===== src/rtl/cnt_reg_demux_pkg.sv =====
// Shared types for the register-interface demultiplexer: FSM state, address rule,
// default widths and typedef macros for building request/response structs.
`ifndef CNT_REG_DEMUX_PKG_SV
`define CNT_REG_DEMUX_PKG_SV

`define CNT_REG_TYPEDEF_REQ(name, aw, dw) \
    typedef struct packed { \
        logic              valid; \
        logic              write; \
        logic [(dw)/8-1:0] wstrb; \
        logic [(aw)-1:0]   addr; \
        logic [(dw)-1:0]   wdata; \
    } name;

`define CNT_REG_TYPEDEF_RSP(name, dw) \
    typedef struct packed { \
        logic            error; \
        logic            ready; \
        logic [(dw)-1:0] rdata; \
    } name;

package cnt_reg_demux_pkg;

    localparam int unsigned DEF_AW      = 32;
    localparam int unsigned DEF_DW      = 32;
    localparam int unsigned DEF_TIMEOUT = 255;

    typedef enum logic [1:0] {
        IDLE  = 2'd0,
        ISSUE = 2'd1,
        RESP  = 2'd2
    } state_e;

    typedef struct packed {
        logic [DEF_AW-1:0] base;
        logic [DEF_AW-1:0] mask;
    } addr_rule_t;

    `CNT_REG_TYPEDEF_REQ(reg_req_t, DEF_AW, DEF_DW)
    `CNT_REG_TYPEDEF_RSP(reg_rsp_t, DEF_DW)

endpackage

`endif


===== src/rtl/cnt_reg_addr_decode.sv =====
// Combinational priority address decoder: the lowest-index rule whose masked
// address equals its base wins.
module cnt_reg_addr_decode
    import cnt_reg_demux_pkg::*;
#(
    parameter int unsigned AW   = DEF_AW,
    parameter int unsigned NTGT = 4,
    parameter int unsigned SW   = 2
) (
    input  logic [AW-1:0]            addr,
    input  logic [NTGT-1:0][AW-1:0]  base,
    input  logic [NTGT-1:0][AW-1:0]  mask,
    output logic [SW-1:0]            sel,
    output logic                     hit
);

    logic [NTGT-1:0] match_s;

    // Rule match vector.
    always_comb begin
        match_s = '0;
        for (int i = 0; i < int'(NTGT); i++) begin
            match_s[i] = ((addr & mask[i]) == base[i]);
        end
    end

    // Scan from the top down so the lowest matching index is the last one written.
    always_comb begin
        sel = '0;
        for (int i = int'(NTGT) - 1; i >= 0; i--) begin
            sel = match_s[i] ? SW'(i) : sel;
        end
        hit = |match_s;
    end

endmodule


===== src/rtl/cnt_reg_demux.sv =====
// Register-interface demultiplexer: registers one upstream request, forwards it to
// the decoded target, and answers misses/timeouts with an error plus a counter.
module cnt_reg_demux
    import cnt_reg_demux_pkg::*;
#(
    parameter int unsigned               AW      = DEF_AW,
    parameter int unsigned               DW      = DEF_DW,
    parameter int unsigned               NTGT    = 4,
    parameter int unsigned               TIMEOUT = DEF_TIMEOUT,
    parameter logic [NTGT-1:0][AW-1:0]   BASE    = '0,
    parameter logic [NTGT-1:0][AW-1:0]   MASK    = '0,
    parameter int unsigned               CW      = 16,
    parameter type                       req_t   = reg_req_t,
    parameter type                       rsp_t   = reg_rsp_t
) (
    input  logic                   clk_i,
    input  logic                   rst_ni,
    input  req_t                   in_req_i,
    output rsp_t                   in_rsp_o,
    output req_t [NTGT-1:0]        out_req_o,
    input  rsp_t [NTGT-1:0]        out_rsp_i,
    input  logic                   clr_i,
    output logic                   timeout_o,
    output logic [CW-1:0]          err_cnt_o
);

    localparam int unsigned SW = (NTGT > 32'd1) ? $clog2(NTGT) : 32'd1;
    // The wait counter only has to reach TIMEOUT-1.
    localparam int unsigned WW = (TIMEOUT > 32'd1) ? $clog2(TIMEOUT) : 32'd1;
    localparam logic [WW-1:0] WAIT_LAST = WW'((TIMEOUT > 32'd0) ? TIMEOUT - 32'd1 : 32'd0);

    state_e          state_r;
    req_t            req_r;
    logic [SW-1:0]   sel_r;
    logic [DW-1:0]   rdata_r;
    logic            error_r;
    logic [WW-1:0]   wait_r;
    logic            timeout_r;
    logic [CW-1:0]   err_cnt_r;

    logic [SW-1:0]   dec_sel_s;
    logic            dec_hit_s;
    logic            tgt_ready_s;
    logic            miss_s;
    logic            expire_s;

    cnt_reg_addr_decode #(
        .AW   (AW),
        .NTGT (NTGT),
        .SW   (SW)
    ) u_decode (
        .addr (in_req_i.addr),
        .base (BASE),
        .mask (MASK),
        .sel  (dec_sel_s),
        .hit  (dec_hit_s)
    );

    // Error events; a target ready on the last allowed cycle beats the timeout.
    always_comb begin
        tgt_ready_s = out_rsp_i[sel_r].ready;
        miss_s      = (state_r == IDLE) && in_req_i.valid && !dec_hit_s;
        expire_s    = (state_r == ISSUE) && !tgt_ready_s &&
                      (TIMEOUT != 32'd0) && (wait_r == WAIT_LAST);
    end

    // Transaction FSM with request/response registers.
    always_ff @(posedge clk_i) begin
        if (!rst_ni) begin
            state_r   <= IDLE;
            req_r     <= '0;
            sel_r     <= '0;
            rdata_r   <= '0;
            error_r   <= 1'b0;
            wait_r    <= '0;
            timeout_r <= 1'b0;
        end else begin
            timeout_r <= 1'b0;
            case (state_r)
                IDLE: begin
                    if (in_req_i.valid) begin
                        req_r  <= in_req_i;
                        sel_r  <= dec_sel_s;
                        wait_r <= '0;
                        if (dec_hit_s) begin
                            state_r <= ISSUE;
                        end else begin
                            rdata_r <= '0;
                            error_r <= 1'b1;
                            state_r <= RESP;
                        end
                    end else begin
                        state_r <= IDLE;
                    end
                end
                ISSUE: begin
                    if (tgt_ready_s) begin
                        rdata_r <= req_r.write ? '0 : out_rsp_i[sel_r].rdata;
                        error_r <= out_rsp_i[sel_r].error;
                        state_r <= RESP;
                    end else if (expire_s) begin
                        rdata_r   <= '0;
                        error_r   <= 1'b1;
                        timeout_r <= 1'b1;
                        state_r   <= RESP;
                    end else begin
                        wait_r <= wait_r + WW'(1'b1);
                    end
                end
                RESP: begin
                    state_r <= IDLE;
                end
                default: begin
                    state_r <= IDLE;
                end
            endcase
        end
    end

    // Saturating miss/timeout counter; clear beats a same-cycle increment.
    always_ff @(posedge clk_i) begin
        if (!rst_ni) begin
            err_cnt_r <= '0;
        end else if (clr_i) begin
            err_cnt_r <= '0;
        end else if ((miss_s || expire_s) && (err_cnt_r != {CW{1'b1}})) begin
            err_cnt_r <= err_cnt_r + CW'(1'b1);
        end else begin
            err_cnt_r <= err_cnt_r;
        end
    end

    // Output decode from registered state only.
    always_comb begin
        in_rsp_o       = '0;
        in_rsp_o.ready = (state_r == RESP);
        in_rsp_o.rdata = rdata_r;
        in_rsp_o.error = error_r;
        for (int j = 0; j < int'(NTGT); j++) begin
            if ((state_r == ISSUE) && (sel_r == SW'(j))) begin
                out_req_o[j]       = req_r;
                out_req_o[j].valid = 1'b1;
            end else begin
                out_req_o[j] = '0;
            end
        end
        timeout_o = timeout_r;
        err_cnt_o = err_cnt_r;
    end

endmodule


===== config.mk =====
export PLATFORM = sky130hd
export DESIGN_NAME = cnt_reg_demux
export DESIGN_NICKNAME = d
export VERILOG_FILES = /design/src/rtl/cnt_reg_demux_pkg.sv /design/src/rtl/cnt_reg_addr_decode.sv /design/src/rtl/cnt_reg_demux.sv
export SDC_FILE = /design/constraint.sdc
export NUM_CORES = 1
export LEC_CHECK = 0
export ABC_CLOCK_PERIOD_IN_PS = 2100
export CORE_AREA = 2 2 211 213
export CTS_CLUSTER_SIZE = 10
export DETAILED_ROUTE_END_ITERATION = 8
export DIE_AREA = 0 0 213 215
export GPL_TIMING_DRIVEN = 0
export PLACE_DENSITY = 0.49
export SLEW_MARGIN = 25
export SYNTH_ARGS = -nofsm -noshare
export SYNTH_HDL_FRONTEND = slang
export SYNTH_HIERARCHICAL = 1
export SYNTH_SLANG_ARGS = --single-unit

===== constraint.sdc =====
create_clock -name clk_i -period 2.1 [get_ports clk_i]
set_input_delay 0.42 -clock clk_i [delete_from_list [all_inputs] [get_ports clk_i]]
set_output_delay 0.42 -clock clk_i [all_outputs]
set_load 0.005 [all_outputs]

### Yosys cells after proc, flatten, opt, wreduce, memory -nomap -nowiden

Cells that the tools add are included.

| word-level totals | value |
|---|---|
| logic and storage cells | 49 |
| input bits | 209 |
| register bits after elaboration | 129 |

| operators by class | value |
|---|---|
| eq/ne operators | 8 |
| bitwise gates (word level) | 2 |
| $add $sub $neg | 2 |
| multiplexer cells | 15 |
| reduce and logical (&&, ||, !) cells | 12 |

Operators with widths:

| cell | number |
|---|---|
| 32-bit two-way mux | 3 |
| 70-bit two-way mux | 1 |
| 8-bit two-way mux | 3 |
| 16-bit by 1-bit adder with 16-bit output (second input constant) | 1 |
| 16-bit inequality test (second input constant) | 1 |
| 8-bit one-hot mux with 2 select lines | 1 |
| 8-bit by 1-bit adder with 8-bit output (second input constant) | 1 |
| 8-bit == test (second input constant) | 1 |
| 2-bit inequality test (second input constant) | 3 |
| 1-bit two-way mux | 4 |
| 2-bit two-way mux | 2 |
| 2-bit one-hot mux with 2 select lines | 1 |
| 2-bit AND reduction | 2 |
| 4-bit AND reduction | 1 |
| 2-bit nonzero test | 2 |
| 1-bit logical AND | 3 |
| 3-bit inequality test (second input constant) | 1 |
| 3-bit OR reduction | 1 |
| 2-bit by 1-bit == test with 1-bit output (second input constant) | 1 |
| 2-bit == test (second input constant) | 1 |
| 2-bit logical NOT | 1 |
| 1-bit inverter | 2 |
| 2-bit OR reduction | 1 |
| 1-bit logical NOT | 1 |

### Logic depth before layout (Yosys ltp)

| logic depth | value |
|---|---|
| depth after elaboration | 6 |
| depth in mapped cells | 14 |
| mapped depth without buffers | 11 |

### By module

Netlist, hierarchy kept.

By module, submodules not included:

| module | area each (um2) | times used | cells an instance |
|---|---|---|---|
| cnt_reg_demux | 7698.6 | 1 | 905 |
| cnt_reg_addr_decode | 2397.3 | 1 | 351 |

### Least setup slack after synthesis

No wires, ideal clock.

| timing path | value |
|---|---|
| kind | register to output |
| start | reg sel_r[0] (netlist name) |
| end | out out_req_o[200] (netlist name) |
| setup slack | 0.166 ns |
| data required time | 1.680 ns |
| path buffers | 2 |
| data arrival time | 1.514 ns |
| cell stages (with the launch flop) | 6 |
| cells stage by stage | dfxtp_1 buf_6 or3b_4 nor2_1 clkbuf_1 and2_1 |

==> summary.md <==
| Metric | Value |
|---|---|
| Outcome | `complete, but fails checks` |
| Failing checks | `setup timing` |
| RSZ-0062 raised after global routing | `true` |
| DRC | `0` |
| Drt total wl | `56900 um` |
| Layout Utilization | `49.6%` |
| Syn. warnings | `6` |
| Initial antenna violation count | `10` |
| Avg Cell Area, Syn | `8.04 um^2` |
| Setup crit start kind | `register` |
| Min Tclk post-route | `2.54 ns` |
| Final std cells w/o fill | `3068` |
| Asr flop ratio synth | `0%` |
| Commonest cells post-synth | `and2_1, nand2_1, dfxtp_1, a21boi_0, a21oi_1` |
| Area share of the largest cell type after synthesis | `26.0%` |
| Final worst setup slack | `-0.439 ns` |
| Die H | `215 um` |
| Most area-hungry cell type in the Yosys netlist | `dfxtp_1` |
| Mapped Cells | `1256` |
| Clock transition at path regs | `0.07 ns` |
| Power per Cell Area | `321 nW/um^2` |
| Slew @ Worst Pin | `0.744 ns` |
| Critical path depth | `8` |
| Reg2reg path depth | `7` |
| CP max stage delay | `0.42 ns` |
| HP Start | `rdata_r[11]` |
| Clk buf depth | `2` |
| CP Capture Type | `primary output` |
| Largest net degree at the start of global routing | `17` |
| CP bufs+invs | `5` |
| CP top delay family | `simple AND/OR/NAND/NOR gates` |
| Peak VDD IR | `0.461 mV` |
| Clk_lat worst skew | `0.44 ns` |
| Count leader, synth | `and2_1` |
| Max cap viols | `0` |
| First-pass GRT wire length | `80500 um` |
| Sink Count | `131` |
| Synth unique cells | `56` |
| Area of the die | `45800 um^2` |
| Core ar. | `43600 um^2` |
| Register area share after synthesis | `26.0%` |
| H-tree levels | `4` |
| Synth-to-Final Area Change | `115%` |
| IO Pins | `540` |
| Largest cells by area after synthesis | `dfxtp_1, and2_1, a21boi_0` |
| Normalized max-slew margin | `50.4%` |
| Ys flop type | `dfxtp_1` |
| Critical Path AT | `2.12 ns` |
| Grt ovf | `0` |
| Hold Crit Class | `reg2reg` |
| Share of cells above drive strength 1 | `32.3%` |
| Routed via count | `13100` |
| Final Setup Violations | `281` |
| Port bufs | `538` |
| Highest clock rate | `0.394 GHz` |
| Fin. max-slew vios | `0` |
| CTS tree | `yes` |
| #FFs+latches synth | `131` |
| Critical Path RT | `1.68 ns` |
| Number of global-route vias before repair | `12300` |
| Max stage delay cell, worst path | `or3b_4` |
| Dpl cells | `2897` |
| CP max FO | `7` |
| Setup slack, reg-to-reg | `0 ns` |
| Fin crit share | `121%` |
| Worst R2R Start | `state_r[0]` |
| Initial core utilization | `23.1%` |
| CP Class | `reg2out` |
| Critical path destination | `out_req_o[40]` |
| Root buffer cell | `clkbuf_16` |
| Total Nets Final | `2671` |
| Total Routing Usage GR | `23.9%` |
| Pre-antenna DRT Iters | `5` |
| Num CTS Buffers | `17` |
| CP startpoint | `state_r[0]` |
| WL per Instance | `18.6 um` |
| Cell chain of the critical path | `or3b_4 > nor2_4 > buf_12 > clkbuf_16 > buf_12 > buf_6 > and2_4 > buf_6` |
| Cell Rows | `77` |
| Detailed Place HPWL | `43500 um` |
| Synth Cell Area | `10100 um^2` |
| R2R Path End | `err_cnt_o[12]` |
| GP Congestion | `0.902` |
| Final hold violations | `0` |
| DR vias/cell | `4.27` |
| Lkg Pwr | `10.1 nW` |
| Die W | `213 um` |
| Detail Route Antenna Nets | `0` |
| Clk_skew | `0.0176 ns` |
| Count of flip-flops with a built-in enable after synthesis | `0` |
| Drt first-iter violations | `387` |
state kept, by name, indices dropped and copies added (netlist names):
name,count
req_r,69
sel_r,2
state_r,2
rdata_r,32
wait_r,8
timeout_o,1
error_r,1
err_cnt_o,16
worst min path at each step:
stage | endpoint | slack [ns] | cells after the start
6_report | rdata_r[11] | 0.48 | 1
3_5_place_dp | rdata_r[20] | 0.46 | 1
3_3_place_gp | rdata_r[11] | 0.46 | 1
4_1_cts | rdata_r[23] | 0.48 | 1
5_1_grt | rdata_r[15] | 0.49 | 1
2_1_floorplan | wait_r[5] | 0.46 | 2
repair_timing:
action                                  in CTS  in global routing
endpoints found under the setup margin     343                329
gates resized for setup                   1550                327
hold buffers                                 0                  0
pin swaps                                   40                 20
cloned                                      14                  4
buffers inserted                           118                 29
placed cells by master (no fill, tap or decap), types with 66 or more instances in the layout:
master and count:
a21boi_0 105, a21oi_1 78, and2_1 66, and2_4 212, and3_1 66, buf_2 75
buf_6 291, clkdlybuf4s50_1 257, conb_1 512, dfxtp_1 127, nand2_1 157
cell families (layout without fill, tap and decap cells):
kind of cell | after synthesis | after routing | synth area share, %
fa+ha+maj | 3 | 3 | 0.372
other cells | 1 | 518 | 0.0371
flops | 131 | 131 | 26.0
mux | 38 | 38 | 7.89
buf+inv | 81 | 783 | 3.38
compound gates | 350 | 351 | 25.0
simple gates | 652 | 652 | 37.3
stage by stage:
step	cell area [um^2]	power [mW]	hold slack [ns]	TNS [ns]	setup WS [ns]
CTS	20500	6.93	0.481	-108.95	-0.556
floorplan	12000	3.27	0.461	0	0.166
detailed placement	18100	3.93	0.464	-384.52	-1.70
global placement	18100	3.92	0.462	-400.77	-1.72
finish	21700	6.95	0.479	-86.66	-0.439
global route	21700	7.29	0.494	-110.55	-0.514
layer usage:
layer  share of wire [%]  global-route usage [%]  wire (um)
met1                  42                    29.2      23900
met2                  50                    41.5      28400
met3                 5.8                    5.30       3310
met4                 2.3                    7.20       1330
met5               0.040                       0         23
power by group:
group / switching, mW / leakage (nW) / internal, mW / total [mW]
logic: 0.596 / 8.80 / 0.679 / 1.27
registers: 0.138 / 1.07 / 2.57 / 2.70
clock network: 1.25 / 0.268 / 1.72 / 2.97
total: 1.98 / 10.1 / 4.97 / 6.95
cell type report:
| cell class | instances | area (um^2) |
|---|---|---|
| antenna | 6 | 15.0 |
| multi-input combinational | 1556 | 9780 |
| fill | 4291 | 22000 |
| sequential | 131 | 2630 |
| buffer | 69 | 768 |
| clock inverter | 10 | 100 |
| timing repair buffer | 680 | 7140 |
| tap | 592 | 741 |
| clock buffer | 20 | 467 |
| inverter | 4 | 15.0 |
No activity file was read; power rests on OpenSTA's default activity.
